`src/rtl/mul_seq_ctrl_pkg.sv`:
```
// rtl/mul_seq_ctrl_pkg.sv - shared width default, state encoding and counter sizing
package mul_seq_ctrl_pkg;

    localparam int DEFAULT_WIDTH = 8;

    localparam logic [1:0] MSC_IDLE = 2'd0;
    localparam logic [1:0] MSC_BUSY = 2'd1;
    localparam logic [1:0] MSC_DONE = 2'd2;

    // Iteration counter width: enough to hold n-1, never narrower than one bit
    function automatic int cnt_width(input int n);
        return (n > 1) ? $clog2(n) : 1;
    endfunction

endpackage

```
`src/rtl/mul_seq_ctrl_if.sv`:
```
// rtl/mul_seq_ctrl_if.sv - operand/result handshake bundle for the sequential multiplier
interface mul_seq_ctrl_if
    import mul_seq_ctrl_pkg::*;
#(
    parameter int N = DEFAULT_WIDTH
);
    logic           in_valid;
    logic           in_ready;
    logic [N-1:0]   a;
    logic [N-1:0]   b;
    logic           sign;
    logic           flush;
    logic           out_valid;
    logic           out_ready;
    logic [2*N-1:0] prod;
    logic           busy;

    modport slave (
        input  in_valid, a, b, sign, flush, out_ready,
        output in_ready, out_valid, prod, busy
    );

    modport master (
        output in_valid, a, b, sign, flush, out_ready,
        input  in_ready, out_valid, prod, busy
    );
endinterface

```
`src/rtl/mul_seq_ctrl_cond_negate.sv`:
```
// rtl/mul_seq_ctrl_cond_negate.sv - two's complement negate when enabled, pass-through otherwise
module cond_negate #(
    parameter int W = 8
) (
    input  logic         en,
    input  logic [W-1:0] din,
    output logic [W-1:0] dout
);
    // Negation wraps modulo 2^W, so the most negative value maps to its unsigned magnitude
    always_comb begin
        dout = en ? (~din + W'(1)) : din;
    end
endmodule

```
`src/rtl/mul_seq_ctrl.sv`:
```
// rtl/mul_seq_ctrl.sv - shift-add multiplier sequencer, one multiplier bit per clock, MSB first
module mul_seq_ctrl
    import mul_seq_ctrl_pkg::*;
#(
    parameter int N = DEFAULT_WIDTH
) (
    input  logic          clk,
    input  logic          rst_n,
    mul_seq_ctrl_if.slave bus
);
    localparam int CW = cnt_width(N);

    logic [1:0]     state_q, state_d;
    logic [N-1:0]   av_q, av_d;
    logic [N-1:0]   bv_q, bv_d;
    logic [2*N-1:0] acc_q, acc_d;
    logic [CW-1:0]  cnt_q, cnt_d;
    logic           s_q, s_d;
    logic [2*N-1:0] prod_q, prod_d;

    logic           a_neg, b_neg;
    logic [N-1:0]   a_mag, b_mag;
    logic [2*N-1:0] nxt;
    logic [2*N-1:0] prod_signed;

    // Operand signs are only meaningful in signed mode
    always_comb begin
        a_neg = bus.sign & bus.a[N-1];
        b_neg = bus.sign & bus.b[N-1];
    end

    cond_negate #(.W(N)) u_neg_a (.en(a_neg), .din(bus.a), .dout(a_mag));
    cond_negate #(.W(N)) u_neg_b (.en(b_neg), .din(bus.b), .dout(b_mag));

    // One shift-add step: double the partial sum and add av when the current multiplier bit is set
    always_comb begin
        nxt = (acc_q << 1) + (bv_q[N-1] ? {{N{1'b0}}, av_q} : {(2*N){1'b0}});
    end

    cond_negate #(.W(2*N)) u_neg_p (.en(s_q), .din(nxt), .dout(prod_signed));

    // Next-state logic: accept in IDLE, iterate in BUSY, hold result in DONE; flush overrides all
    always_comb begin
        state_d = state_q;
        av_d    = av_q;
        bv_d    = bv_q;
        acc_d   = acc_q;
        cnt_d   = cnt_q;
        s_d     = s_q;
        prod_d  = prod_q;
        if (bus.flush) begin
            state_d = MSC_IDLE;
        end else begin
            case (state_q)
                MSC_IDLE: begin
                    if (bus.in_valid) begin
                        s_d     = a_neg ^ b_neg;
                        av_d    = a_mag;
                        bv_d    = b_mag;
                        acc_d   = '0;
                        cnt_d   = CW'(N - 1);
                        state_d = MSC_BUSY;
                    end
                end
                MSC_BUSY: begin
                    acc_d = nxt;
                    bv_d  = bv_q << 1;
                    if (cnt_q == '0) begin
                        prod_d  = prod_signed;
                        state_d = MSC_DONE;
                    end else begin
                        cnt_d = cnt_q - CW'(1);
                    end
                end
                MSC_DONE: begin
                    if (bus.out_ready) begin
                        state_d = MSC_IDLE;
                    end
                end
                default: state_d = MSC_IDLE;
            endcase
        end
    end

    // State registers with asynchronous clear so a reset mid-operation never exposes partial results
    always_ff @(posedge clk or negedge rst_n) begin
        if (!rst_n) begin
            state_q <= MSC_IDLE;
            av_q    <= '0;
            bv_q    <= '0;
            acc_q   <= '0;
            cnt_q   <= '0;
            s_q     <= 1'b0;
            prod_q  <= '0;
        end else begin
            state_q <= state_d;
            av_q    <= av_d;
            bv_q    <= bv_d;
            acc_q   <= acc_d;
            cnt_q   <= cnt_d;
            s_q     <= s_d;
            prod_q  <= prod_d;
        end
    end

    // Handshake outputs decode directly from the registered state
    always_comb begin
        bus.in_ready  = (state_q == MSC_IDLE);
        bus.out_valid = (state_q == MSC_DONE);
        bus.busy      = (state_q == MSC_BUSY);
        bus.prod      = prod_q;
    end
endmodule

```
`src/flat_wrapper.sv`:
```
// flat-port wrapper written by rule: the top's interface ports become plain ports
module mul_seq_ctrl_flat import mul_seq_ctrl_pkg::*;
#(
    parameter int N = DEFAULT_WIDTH
)
  (clk, rst_n, bus_in_valid, bus_a, bus_b, bus_sign, bus_flush, bus_out_ready, bus_in_ready, bus_out_valid, bus_prod, bus_busy);
  mul_seq_ctrl_if #(.N(N)) bus_i ();
  input  logic clk;
  input  logic rst_n;
  input wire logic [$bits(bus_i.in_valid)-1:0] bus_in_valid;
  input wire logic [$bits(bus_i.a)-1:0] bus_a;
  input wire logic [$bits(bus_i.b)-1:0] bus_b;
  input wire logic [$bits(bus_i.sign)-1:0] bus_sign;
  input wire logic [$bits(bus_i.flush)-1:0] bus_flush;
  input wire logic [$bits(bus_i.out_ready)-1:0] bus_out_ready;
  output wire logic [$bits(bus_i.in_ready)-1:0] bus_in_ready;
  output wire logic [$bits(bus_i.out_valid)-1:0] bus_out_valid;
  output wire logic [$bits(bus_i.prod)-1:0] bus_prod;
  output wire logic [$bits(bus_i.busy)-1:0] bus_busy;
  assign bus_i.in_valid = bus_in_valid;
  assign bus_i.a = bus_a;
  assign bus_i.b = bus_b;
  assign bus_i.sign = bus_sign;
  assign bus_i.flush = bus_flush;
  assign bus_i.out_ready = bus_out_ready;
  assign bus_in_ready = bus_i.in_ready;
  assign bus_out_valid = bus_i.out_valid;
  assign bus_prod = bus_i.prod;
  assign bus_busy = bus_i.busy;
  mul_seq_ctrl #(.N(N)) u_core (.clk(clk), .rst_n(rst_n), .bus(bus_i));
endmodule
```
`config.mk`:
```
export PLATFORM = sky130hd
export DESIGN_NAME = mul_seq_ctrl_flat
export DESIGN_NICKNAME = d
export VERILOG_FILES = /design/src/rtl/mul_seq_ctrl_pkg.sv /design/src/rtl/mul_seq_ctrl_if.sv /design/src/rtl/mul_seq_ctrl_cond_negate.sv /design/src/rtl/mul_seq_ctrl.sv /design/src/flat_wrapper.sv
export SDC_FILE = /design/constraint.sdc
export NUM_CORES = 1
export LEC_CHECK = 0
export BUFFER_PORTS_ARGS = -buffer_cell sky130_fd_sc_hd__buf_2
export CELL_PAD_IN_SITES_DETAIL_PLACEMENT = 1
export CELL_PAD_IN_SITES_GLOBAL_PLACEMENT = 2
export CORE_ASPECT_RATIO = 1.75
export CORE_MARGIN = 2
export CORE_UTILIZATION = 38
export DETAILED_ROUTE_END_ITERATION = 7
export PLACE_DENSITY = 0.9
export RECOVER_POWER = 50
export SLEW_MARGIN = 20
export SYNTH_ARGS = -nofsm -noshare
export SYNTH_HDL_FRONTEND = slang
export SYNTH_SLANG_ARGS = --single-unit
```
`constraint.sdc`:
```
create_clock -name clk -period 9.1 [get_ports clk]
set_input_delay 0.455 -clock clk [delete_from_list [all_inputs] [get_ports clk]]
set_output_delay 0.455 -clock clk [all_outputs]
set_load 0.005 [all_outputs]
```
; ---- Word level (Yosys, flattened, before mapping)
; Cells that the tools add are included.
[word_totals]
reg_bits = 53
input_bits = 22
output_inout_bits = 19
word_cells = 50
[op_classes]
n_addsub = 5
eq_ne = 7
muxes = 16
n_bitwise = 7
reduce_logical = 8
[op_table]
columns = cell, count
row1 = $mux W8, 4
row2 = $pmux W15 S2, 1
row3 = $add A16 B1 Y16 const B, 1
row4 = $add A16 B8 Y16, 1
row5 = $add A8 B1 Y8 const B, 2
row6 = $mux W16, 1
row7 = $not A16 Y16, 1
row8 = $not A8 Y8, 2
row9 = $pmux W8 S2, 1
row10 = $mux W15, 1
row11 = $reduce_and A3 Y1, 4
row12 = $mux W2, 4
row13 = $mux W3, 2
row14 = $ne A3 B3 Y1 const B, 2
row15 = $pmux W2 S3, 1
row16 = $pmux W3 S2, 1
row17 = $ne A2 B2 Y1 const B, 2
row18 = $reduce_and A4 Y1, 1
row19 = $logic_not A3 Y1, 1
row20 = $ne A3 B2 Y1 const B, 1
row21 = $sub A3 B1 Y3 const B, 1
row22 = $and A1 B1 Y1, 2
row23 = $eq A2 B1 Y1 const B, 1
row24 = $eq A2 B2 Y1 const B, 1
row25 = 4 further kinds, 4

; ---- Depth between registers and ports, before layout
; Gate-level depths: netlist (run 1).
[logic_depth]
word_depth = 5
depth_mapped = 11
depth_no_buf = 11

; ---- Cells and area by module
; From an unflattened synthesis (run 1), not the netlist that was laid out.
[unflattened]
hier_cells = 329
area_unflattened_um2 = 3473.3
[by_module_without_submodules]
columns = module, n_inst, cells_each, area_per_inst_um2, seq_area_each_um2
row1 = mul_seq_ctrl, 1, 239, 2775.2, 1326.3
row2 = cond_negate (u_core.u_neg_p), 1, 48, 355.3, 0.0
row3 = cond_negate (u_core.u_neg_a ...), 2, 21, 171.4, 0.0

; ---- Least setup slack after synthesis (run 1)
; OpenSTA, ideal clock, no wires.
[synth_path]
path_kind = reg2reg
startpoint = reg u_core.bv_q[7]
endpoint = reg u_core.prod_q[14] (netlist: u_core.bus.prod[14])
setup_time_ps = 70
arrival_ps = 2939
t_required_ps = 9030
slack_ps = 6091
path_stages_with_launch = 10
n_path_buf = 0
period_less_slack_ps = 3009
cell_sequence = dfrtp_1 and2_1 ha_1 and3_1 a221o_1 o2111a_1 xor2_1 or4_4 or4_1 nand3_1
[synth_via]
elab_chain_len = 5
[synth_lines]
columns = item, line
row1 = from (decl), mul_seq_ctrl.sv:15  ; logic [N-1:0] bv_q, bv_d;
row2 = from (signal assigned), mul_seq_ctrl.sv:98  ; bv_q <= bv_d;
row3 = $mux W8 *, mul_seq_ctrl.sv:37  ; nxt = (acc_q << 1) + (bv_q[N-1] ? {{N{1'b0}}, av_q} : {(2*N){1'b0}});
row4 = $add A16 B8 Y16 *, mul_seq_ctrl.sv:37
row5 = $not A16 Y16, mul_seq_ctrl_cond_negate.sv:11  ; dout = en ? (~din + W'(1)) : din;
row6 = $add A16 B1 Y16, mul_seq_ctrl_cond_negate.sv:11
row7 = $mux W16 *, mul_seq_ctrl_cond_negate.sv:11
row8 = to (signal assigned), mul_seq_ctrl.sv:102  ; prod_q <= prod_d;
row9 = to (decl), mul_seq_ctrl.sv:19  ; logic [2*N-1:0] prod_q, prod_d;
; Mark *: on every way between the ends. The rest lies on a longest branch, timed or not.
; A chain may end at the register's enable or synchronous reset.

; ---- Worst setup path after layout (run 1)
; Same ends and word-level chain as after synthesis.

==> flow_summary_export.csv, run 1 <==
group,metric,value,unit
critical_path,startpoint,"u_core.bv_q[7]",
sta,worst_pin_slew,2.79,ns
sta,rsz0062_at_grt,"false",
global_routing,grt_max_degree,54,
critical_path,cpPeakStageDelay,0.56,ns
final_layout,utilization,0.452,
clock_tree,cts_inserted_buffers,5,
synth,synth_edf_count,0,
detailed_routing,routedLengthMet1,3240,um
floorplan,row_count,44,
sta,setup_violations,0,
global_routing,antenna_found_initial,0,
placed_design,hpwl,6350,um
synth,ys.flop_type,"dfrtp_1",
global_routing,grt_pass1_vias,2988,
detailed_routing,antenna_left,0,
critical_path,reg2reg_to,"u_core.bus.prod[14]",
clock_tree,cts_setup_buffers,0,
synth,synth_top_area_share,0.404,
hold_path,hold_class,"input port to register",
critical_path,crit_path_end_kind,"register",
synth,avgSynthCellArea,8.87,um^2
floorplan,io_pins,41,
critical_path,crit_chain,"and2_1, ha_1, inv_1, fa_1, nor2b_1, o31a_1, o211ai_2, xnor2_1, or4_4, or4_1, nand3_1",
synth,netlist_top_cells_count,"dfrtp_1 (53), nand2_1 (41), o21ai_0 (36)",
critical_path,rr_worst_depth,11,
final_layout,n_antenna_cell,0,
synth,yosys.area.top_type,"dfrtp_1",
floorplan,coreArea,8370,um^2
clock_tree,clock-sinks,53,
synth,async_reset_ff_frac,1.00,
placed_design,place_ws,5.77,ns
placed_design,dpl_cell_area,3590,um^2
critical_path,crit_path_max_fanout,9,
power_and_ir_drop,power_leakage,1.77,nW
detailed_routing,vias_per_cell,5.47,
synth,yosysWarnings,0,
critical_path,cp-start-kind,"register",
synth,ys_types,60,
sta,relSlewSlack,-0.859,
critical_path,rrSetupSlack,5.74,ns
clock_tree,cts_hold_buffers,0,
clock_tree,cts.clk_slew.worst_paths,0.07,ns
synth,synth_area_leaders,"dfrtp_1 (40%), o21ai_0 (5.5%), nand2_1 (4.7%)",
placed_design,place_congestion,0.866,
critical_path,reg2reg_from,"u_core.bv_q[7]",
critical_path,cp-endpoint,"u_core.bus.prod[14]",
final_layout,drive_gt1_frac,0.142,
floorplan,start_util,0.392,
global_routing,overflow,0,
final_layout,fin_cells,524,
critical_path,path_class,"register to register",
floorplan,fp.dieArea,9430,um^2
floorplan,dieWidth,74.3,um
power_and_ir_drop,ir_drop,84.1,uV
detailed_routing,firstDrtPassIters,4,
clock_tree,htree_levels,2,
detailed_routing,routed_wl,8230,um
detailed_routing,wl_met3,232,um
power_and_ir_drop,p_total,0.756,mW
clock_tree,cts-resized-gates,0,
sta,setup_tns,0,ns
critical_path,slowest_stage,"or4_4",
synth,ys_seq_elements,53,
synth,syn-instance-count,370,
placed_design,dp.cells,515,
sta,period_share,0.369,
run,drv_cap,1,
synth,yosysMostFrequentCell,"dfrtp_1",
detailed_routing,first_iter_violations,104,
final_layout,stdcell_area,3780,um^2
critical_path,arrival,3.59,ns
power_and_ir_drop,p_per_area,200,nW/um^2
clock_tree,clock_path_buffers,2,
clock_tree,cts_tree,"yes",
synth,synth_nets,405,
sta,hold_ws,0.407,ns
sta,finalHoldViolCount,0,
global_routing,grt_pass1_wl,13900,um
clock_tree,root_buffer,"clkbuf_16",
final_layout,fin_nets,443,
sta,worst_slack,5.74,ns
detailed_routing,avgRoutedWirePerCell,15.7,um
sta,finalCriticalPeriod,3.36,ns
sta,fmax,0.298,GHz
detailed_routing,drc_errors,0,
critical_path,critical_path_required,9.33,ns
synth,syn_area,3280,um^2
sta,skew,0.00943,ns
floorplan,die_h,127,um
final_layout,syn2layout_area_growth,15.2,%
status,outcome,"complete, but fails checks",
synth,seq_area_frac_synth,0.404,
placed_design,io_buffers,40,
sta,slew_viol_final,54,
detailed_routing,highest_layer,"met4",
clock_tree,clk_latency,0.30,ns
detailed_routing,vias,2866,
status,violations,"max-capacitance violations, max-slew violations",
detailed_routing,wl_met2,4600,um
global_routing,grt_usage,0.187,
## state kept, by name, indices dropped and copies added, names as in the netlist
register         flops
u_core.acc_q        15
u_core.bus.prod     16
u_core.bv_q          8
u_core.av_q          8
u_core.cnt_q         3
u_core.state_q       2
u_core.s_q           1
## cells in the final DEF, fill, tap and decap left out, types with 9 or more instances in the layout
master   netlist  routed
dfrtp_1       53      53
nand2_1       41      41
o21ai_0       36      36
buf_2          1      36
nor2_1        34      34
a21oi_1       24      24
xor2_1        16      16
inv_1         15      15
xnor2_1       15      15
ha_1          12      12
nand3_1       10      10
and2_1         9       9
## power breakdown
part	internal, mW	switching, mW	leakage (nW)
Combinational	0.0860	0.126	0.991
Sequential	0.272	0.0288	0.689
Clock	0.157	0.0860	0.0938
Total	0.515	0.241	1.77
## worst max-delay path, delay by kind of cell (launching register included)
family	cells	cell delay, ns
compound gates	2	0.42
simple gates	5	1.55
fa+ha+maj	2	0.59
buf+inv	1	0.06
xor+xnor	1	0.21
flops	1	0.45
## per-layer routing
metal	vias to the layer above	GRT usage
li1	1398	-
met3	9	0.0222
met4	0	0.0746
met1	1392	0.207
met5	-	0
met2	67	0.347
## layout make-up
class / instances / area (um^2)
fill: 1025 / 4590
multi-input combinational: 289 / 1840
sequential: 53 / 1330
timing repair buffer: 44 / 225
tap: 115 / 144
clock buffer: 5 / 125
clock inverter: 3 / 65.1
inverter: 15 / 56.3
## worst min path at each step
stage	startpoint	to	slack, ns	cells after the start
after floorplan	rst_n	u_core.acc_q[0]	0.16	0
after global placement	u_core.cnt_q[0]	u_core.cnt_q[0]	0.45	1
after detailed placement	u_core.bus.prod[6]	u_core.bus.prod[6]	0.46	2
after CTS	rst_n	u_core.bus.prod[8]	0.30	2
after global routing	bus_b[0]	u_core.bv_q[0]	0.42	2
final	bus_b[0]	u_core.bv_q[0]	0.41	2
## cells by family after synthesis
group,share of synthesized area
adder cells (fa/ha/maj),0.0518
multiplexers,0.00953
XOR/XNOR,0.0827
AND/OR/NAND/NOR,0.196
buffers and inverters,0.0385
AO/OA/AOI/OAI,0.217
flip-flops,0.404
Power figures use the tool's default switching activity.
==> run 2: changes to the inputs <==
--- a/config.mk
+++ b/config.mk
@@ -10,9 +10,9 @@
 export CELL_PAD_IN_SITES_GLOBAL_PLACEMENT = 2
 export CORE_ASPECT_RATIO = 1.75
 export CORE_MARGIN = 2
-export CORE_UTILIZATION = 38
+export CORE_UTILIZATION = 32
 export DETAILED_ROUTE_END_ITERATION = 7
-export PLACE_DENSITY = 0.9
+export PLACE_DENSITY = 0.82
 export RECOVER_POWER = 50
 export SLEW_MARGIN = 20
 export SYNTH_ARGS = -nofsm -noshare
==> constraint.sdc (replaced) <==
create_clock -name clk -period 2.8 [get_ports clk]
set_input_delay 0.14 -clock clk [delete_from_list [all_inputs] [get_ports clk]]
set_output_delay 0.14 -clock clk [all_outputs]
set_load 0.005 [all_outputs]
==> flow_summary_export.csv, run 2 (same netlist as run 1, synthesis figures left out) <==
group,metric,value,unit
critical_path,crit_path_end_kind,"register",
global_routing,grt_pass1_wl,14900,um
clock_tree,cts.clk_slew.worst_paths,0.07,ns
sta,setup_violations,3,
clock_tree,clock-sinks,53,
sta,hold_ws,0.0887,ns
global_routing,antenna_found_initial,0,
detailed_routing,vias,2998,
global_routing,met3_usage,0.0228,
global_routing,grt_max_degree,42,
run,drv_cap,1,
clock_tree,htree_levels,2,
final_layout,syn2layout_area_growth,30.3,%
final_layout,fin_cells,579,
global_routing,overflow,0,
sta,skew,0.00591,ns
final_layout,final_cell_mix,"dfrtp_1 (52), buf_4 (46), nand2_1 (40)",
sta,rsz0062_at_grt,"true",
floorplan,fp.dieArea,11100,um^2
clock_tree,clk_latency,0.30,ns
detailed_routing,vias_per_cell,5.18,
final_layout,final_common_cell,"dfrtp_1",
sta,setup_tns,-0.192,ns
critical_path,crit_path_max_fanout,8,
detailed_routing,drc_errors,0,
final_layout,fin_nets,488,
placed_design,io_buffers,40,
detailed_routing,routed_wl,8840,um
sta,worst_slack,-0.140,ns
sta,worst_pin_slew,2.17,ns
floorplan,dieWidth,80.6,um
clock_tree,root_buffer,"clkbuf_16",
detailed_routing,avgRoutedWirePerCell,15.3,um
sta,finalCriticalPeriod,2.94,ns
final_layout,utilization,0.431,
final_layout,n_antenna_cell,0,
floorplan,start_util,0.331,
sta,fmax,0.340,GHz
clock_tree,cts_hold_buffers,0,
power_and_ir_drop,ir_drop,266,uV
critical_path,arrival,3.17,ns
detailed_routing,firstDrtPassIters,4,
floorplan,die_h,138,um
critical_path,critical_path_required,3.03,ns
critical_path,cp-start-kind,"register",
floorplan,io_pins,41,
floorplan,row_count,48,
global_routing,grt_pass1_vias,3156,
final_layout,largest_reg_flops,16,
global_routing,busiest_layer,"met2",
global_routing,grt_usage,0.172,
placed_design,place_congestion,0.825,
clock_tree,cts_inserted_buffers,5,
sta,finalHoldViolCount,0,
placed_design,hpwl,6790,um
power_and_ir_drop,power_leakage,1.99,nW
clock_tree,clock_path_buffers,2,
sta,period_share,1.05,
global_routing,use_met1,0.180,
detailed_routing,antenna_left,0,
critical_path,path_class,"register to register",
hold_path,hold_class,"input port to register",
sta,relSlewSlack,-0.445,
sta,slew_viol_final,42,
status,outcome,"complete, but fails checks",
power_and_ir_drop,p_per_area,602,nW/um^2
final_layout,drive_gt1_frac,0.282,
detailed_routing,first_iter_violations,107,
floorplan,coreArea,9910,um^2
placed_design,dp.cells,568,
clock_tree,cts_tree,"yes",
global_routing,use_met2,0.340,
status,violations,"max-capacitance violations, max-slew violations, negative setup slack",
final_layout,fillers,1201,
==> run 2: cell types whose count changed in the layout (fill, tap and decap cells not counted), sizes merged <==
cell / change
clkbuf: -1
buf: +47
bufinv: -2
clkinv: +1
==> run 2: area by class of cell <==
| type | instances | area [um^2] | share of cell area |
|---|---|---|---|
| Clock buffer | 6 | 129 | 0.0301 |
| Sequential cell | 53 | 1330 | 0.311 |
| Tap cell | 125 | 156 | 0.0366 |
| Inverter | 15 | 56.3 | 0.0132 |
| Multi-Input combinational cell | 289 | 2030 | 0.476 |
| Clock inverter | 2 | 10.0 | 0.00234 |
| Timing Repair Buffer | 89 | 563 | 0.132 |
==> run 2: worst paths after layout <==
| path | startpoint | endpoint | slack (ns) | depth (start not counted) |
|---|---|---|---|---|
| worst min-delay path | bus_b[0] | u_core.bv_q[0] | 0.09 | 2 |
| max in group asynchronous | rst_n | u_core.bv_q[7] | 0.93 | 1 |
| worst max register to register | u_core.bv_q[7] | u_core.bus.prod[14] | -0.14 | 9 |
| worst max-delay path | u_core.bv_q[7] | u_core.bus.prod[14] | -0.14 | 9 |
| worst min register to register | u_core.bus.prod[2] | u_core.bus.prod[2] | 0.47 | 2 |
| min in group asynchronous | rst_n | u_core.acc_q[1] | 0.48 | 1 |
==> run 2: power breakdown <==
group / switching (mW) / internal, mW / total, mW
Combinational: 0.480 / 0.504 / 0.984
Clock: 0.277 / 0.329 / 0.606
Sequential: 0.0989 / 0.884 / 0.983
Total: 0.855 / 1.72 / 2.57
==> run 2: layer usage <==
metal  part of all wire  wire length, um
met1               0.40             3520
met2               0.54             4810
met3              0.032              281
met4              0.025              220
met5                  0                0
==> run 2: worst max-delay path, cell delays in order, from the launching register on <==
cell and delay (ns):
dfrtp_2 0.45, and2_1 0.18, ha_4 0.26, and3_1 0.15, a221o_1 0.35, o2111a_1 0.29, xor2_1 0.17, or4_4 0.53
or4_1 0.40, nand3_1 0.10
==> run 2: repair_timing <==
| action | CTS | global route |
|---|---|---|
| pin swaps | 9 | 1 |
| resized for setup | 21 | 5 |
| endpoints found under the setup margin | 8 | 8 |
| buffers inserted | 3 | 0 |
| cloned | 0 | 0 |
==> run 2: stage by stage <==
step | instance area (um^2) | power (mW) | worst slack [ns]
floorplan | 3330 | 1.48 | -0.0801
global placement | 3980 | 1.85 | -0.222
detailed placement | 3980 | 1.88 | -0.314
CTS | 4260 | 2.58 | -0.125
global route | 4280 | 2.75 | -0.245
finish | 4280 | 2.57 | -0.140
==> run 3: changes to the inputs <==
--- a/config.mk
+++ b/config.mk
@@ -5,15 +5,17 @@
 export SDC_FILE = /design/constraint.sdc
 export NUM_CORES = 1
 export LEC_CHECK = 0
+export ABC_AREA = 1
 export BUFFER_PORTS_ARGS = -buffer_cell sky130_fd_sc_hd__buf_2
 export CELL_PAD_IN_SITES_DETAIL_PLACEMENT = 1
 export CELL_PAD_IN_SITES_GLOBAL_PLACEMENT = 2
 export CORE_ASPECT_RATIO = 1.75
 export CORE_MARGIN = 2
-export CORE_UTILIZATION = 32
+export CORE_UTILIZATION = 30
 export DETAILED_ROUTE_END_ITERATION = 7
 export PLACE_DENSITY = 0.82
 export RECOVER_POWER = 50
+export SKIP_LAST_GASP = 1
 export SLEW_MARGIN = 20
 export SYNTH_ARGS = -nofsm -noshare
 export SYNTH_HDL_FRONTEND = slang
==> flow_summary_export.csv, run 3 <==
group,metric,value,unit
status,outcome,"complete, but fails checks",
status,violations,"max-capacitance violations, max-slew violations",
critical_path,reg2reg_from,"u_core.av_q[1]",
synth,synth_top_area_share,0.380,
clock_tree,clock_path_buffers,2,
synth,yosys.area.top_type,"dfrtp_1",
power_and_ir_drop,p_per_area,580,nW/um^2
placed_design,dpl_cell_area,3850,um^2
sta,rsz0062_at_grt,"false",
clock_tree,cts_inserted_buffers,5,
detailed_routing,firstDrtPassIters,4,
sta,slew_viol_final,30,
sta,finalHoldViolCount,0,
synth,yosysWarnings,0,
floorplan,row_count,52,
critical_path,arrival,2.72,ns
placed_design,hpwl,8180,um
synth,synth_compound_area_frac,0.117,
placed_design,place_congestion,0.846,
final_layout,n_antenna_cell,0,
critical_path,cp-start-kind,"register",
global_routing,grt_max_degree,30,
synth,async_reset_ff_frac,1.00,
sta,hold_ws,0.0181,ns
global_routing,antenna_found_initial,0,
synth,synthXorXnorAreaFrac,0.0520,
global_routing,overflow,0,
synth,seq_area_frac_synth,0.380,
detailed_routing,drc_errors,0,
synth,yosys.area_share.simple,0.313,
floorplan,io_pins,41,
detailed_routing,routed_wl,10100,um
power_and_ir_drop,power_leakage,2.06,nW
hold_path,hold_class,"input port to register",
synth,syn_area,3490,um^2
sta,fmax,0.395,GHz
floorplan,fp.dieArea,12500,um^2
synth,synthAdderAreaFrac,0.0488,
placed_design,dp.cells,658,
detailed_routing,antenna_left,0,
synth,synth_edf_count,0,
floorplan,dieWidth,85.5,um
synth,netlist_top_cells_count,"nand2_1 (139), inv_1 (64), dfrtp_1 (53)",
detailed_routing,avgRoutedWirePerCell,15.1,um
final_layout,largest_reg_flops,16,
sta,worst_pin_slew,1.64,ns
power_and_ir_drop,ir_drop,291,uV
global_routing,grt_pass1_wl,17000,um
critical_path,critical_path_required,2.98,ns
sta,period_share,0.905,
floorplan,start_util,0.305,
global_routing,grt_pass1_vias,3440,
final_layout,final_cell_mix,"nand2_1 (139), inv_1 (64), dfrtp_1 (53)",
final_layout,syn2layout_area_growth,14.8,%
clock_tree,htree_levels,2,
final_layout,final_common_cell,"nand2_1",
final_layout,drive_gt1_frac,0.137,
clock_tree,cts_tree,"yes",
clock_tree,clock-sinks,53,
detailed_routing,vias_per_cell,4.91,
synth,ys_seq_elements,53,
sta,setup_tns,0,ns
synth,synth_top_family_by_area,"simple AND/OR/NAND/NOR gates",
critical_path,path_class,"register to register",
final_layout,fin_nets,566,
synth,synth_nets,523,
placed_design,place_ws,0.146,ns
final_layout,fin_cells,666,
floorplan,die_h,147,um
final_layout,stdcell_area,4000,um^2
sta,setup_violations,0,
critical_path,startpoint,"u_core.av_q[1]",
sta,worst_slack,0.266,ns
floorplan,coreArea,11500,um^2
sta,finalCriticalPeriod,2.53,ns
synth,ys_types,34,
synth,synth_area_leaders,"dfrtp_1 (38%), nand2_1 (15%), inv_1 (6.9%)",
clock_tree,root_buffer,"clkbuf_16",
detailed_routing,vias,3271,
detailed_routing,first_iter_violations,97,
synth,muxShareOfSynthArea,0,
hold_path,hold_start,"bus_out_ready",
global_routing,grt_usage,0.170,
clock_tree,clk_latency,0.30,ns
final_layout,fillers,1478,
critical_path,crit_path_max_fanout,4,
sta,skew,0.00652,ns
clock_tree,cts.clk_slew.worst_paths,0.07,ns
synth,avgSynthCellArea,7.15,um^2
placed_design,io_buffers,40,
synth,ys.flop_type,"dfrtp_1",
sta,relSlewSlack,-0.0952,
synth,yosysMostFrequentCell,"nand2_1",
critical_path,crit_path_end_kind,"register",
synth,syn-instance-count,488,
run,drv_cap,1,
run 3: cell types whose count changed after synthesis, sizes merged, moves of 6 or more:
| cell | before | now |
|---|---|---|
| nand3 | 10 | 43 |
| nor2 | 34 | 46 |
| and2 | 9 | 0 |
| nand2 | 41 | 151 |
| clkbuf | 11 | 4 |
| inv | 15 | 67 |
| a21oi | 24 | 11 |
| or3 | 6 | 0 |
| xnor2 | 15 | 7 |
run 3: critical path, stage by stage, from the launching register on:
cell and delay [ns]:
dfrtp_1 0.35, nand2_1 0.06, inv_1 0.08, ha_4 0.15, inv_1 0.06, fa_2 0.57
nand2_1 0.06, a21oi_1 0.18, nand3_1 0.10, nor2_1 0.14, nand3_1 0.13, nor2_2 0.14
nand3_1 0.11, nand2_1 0.10, nand3_1 0.08, nand3_1 0.07, nand2_1 0.05
run 3: logic make-up (layout without fill, tap and decap cells):
logic type / after synthesis / in the layout
buffers and inverters: 79 / 122
flip-flops: 53 / 53
AND/OR/NAND/NOR: 253 / 253
adder cells (fa/ha/maj): 13 / 13
AO/OA/AOI/OAI: 71 / 71
XOR/XNOR: 19 / 19
run 3: worst paths after layout:
kind,end,slack [ns],cells past startpoint
worst max-delay path,u_core.bus.prod[14],0.27,16
worst min-delay path,u_core.state_q[1],0.02,2
worst max register to register,u_core.bus.prod[14],0.27,16
worst min register to register,u_core.bus.prod[15],0.48,2
max in group asynchronous,u_core.av_q[6],0.61,3
min in group asynchronous,u_core.bus.prod[10],0.80,2
run 3: metal layers:
metal | wire length, um | global-route usage
met5 | 0 | 0
met4 | 280 | 0.0579
met3 | 166 | 0.0175
met2 | 5950 | 0.343
met1 | 3660 | 0.173
run 3: cell type report:
type | count | area, um^2 | share of cell area
clock inverters | 1 | 8.76 | 0.00219
repair buffers | 47 | 239 | 0.0597
flip-flops and latches | 53 | 1330 | 0.331
multi-input cells | 356 | 1880 | 0.469
inverters | 68 | 255 | 0.0638
well taps | 135 | 169 | 0.0422
clock buffers | 6 | 129 | 0.0322
run 3: where the power goes:
group          total (mW)  switching [mW]  internal [mW]
clock network       0.608           0.279          0.329
logic               0.760           0.489          0.271
registers           0.953          0.0891          0.864
run 3: repair_timing:
item                                    CTS  global route
endpoints found under the setup margin    0             7
hold buffers                              1             0
gates resized for setup                   0             7
setup buffers                             0             0
endpoints found under the hold margin    28             0
run 3: metrics by stage:
step                power, mW  utilization
CTS                      2.34        0.349
floorplan                1.47            -
global route             2.49        0.350
finish                   2.32        0.350
global placement         1.69        0.336
detailed placement       1.72        0.336
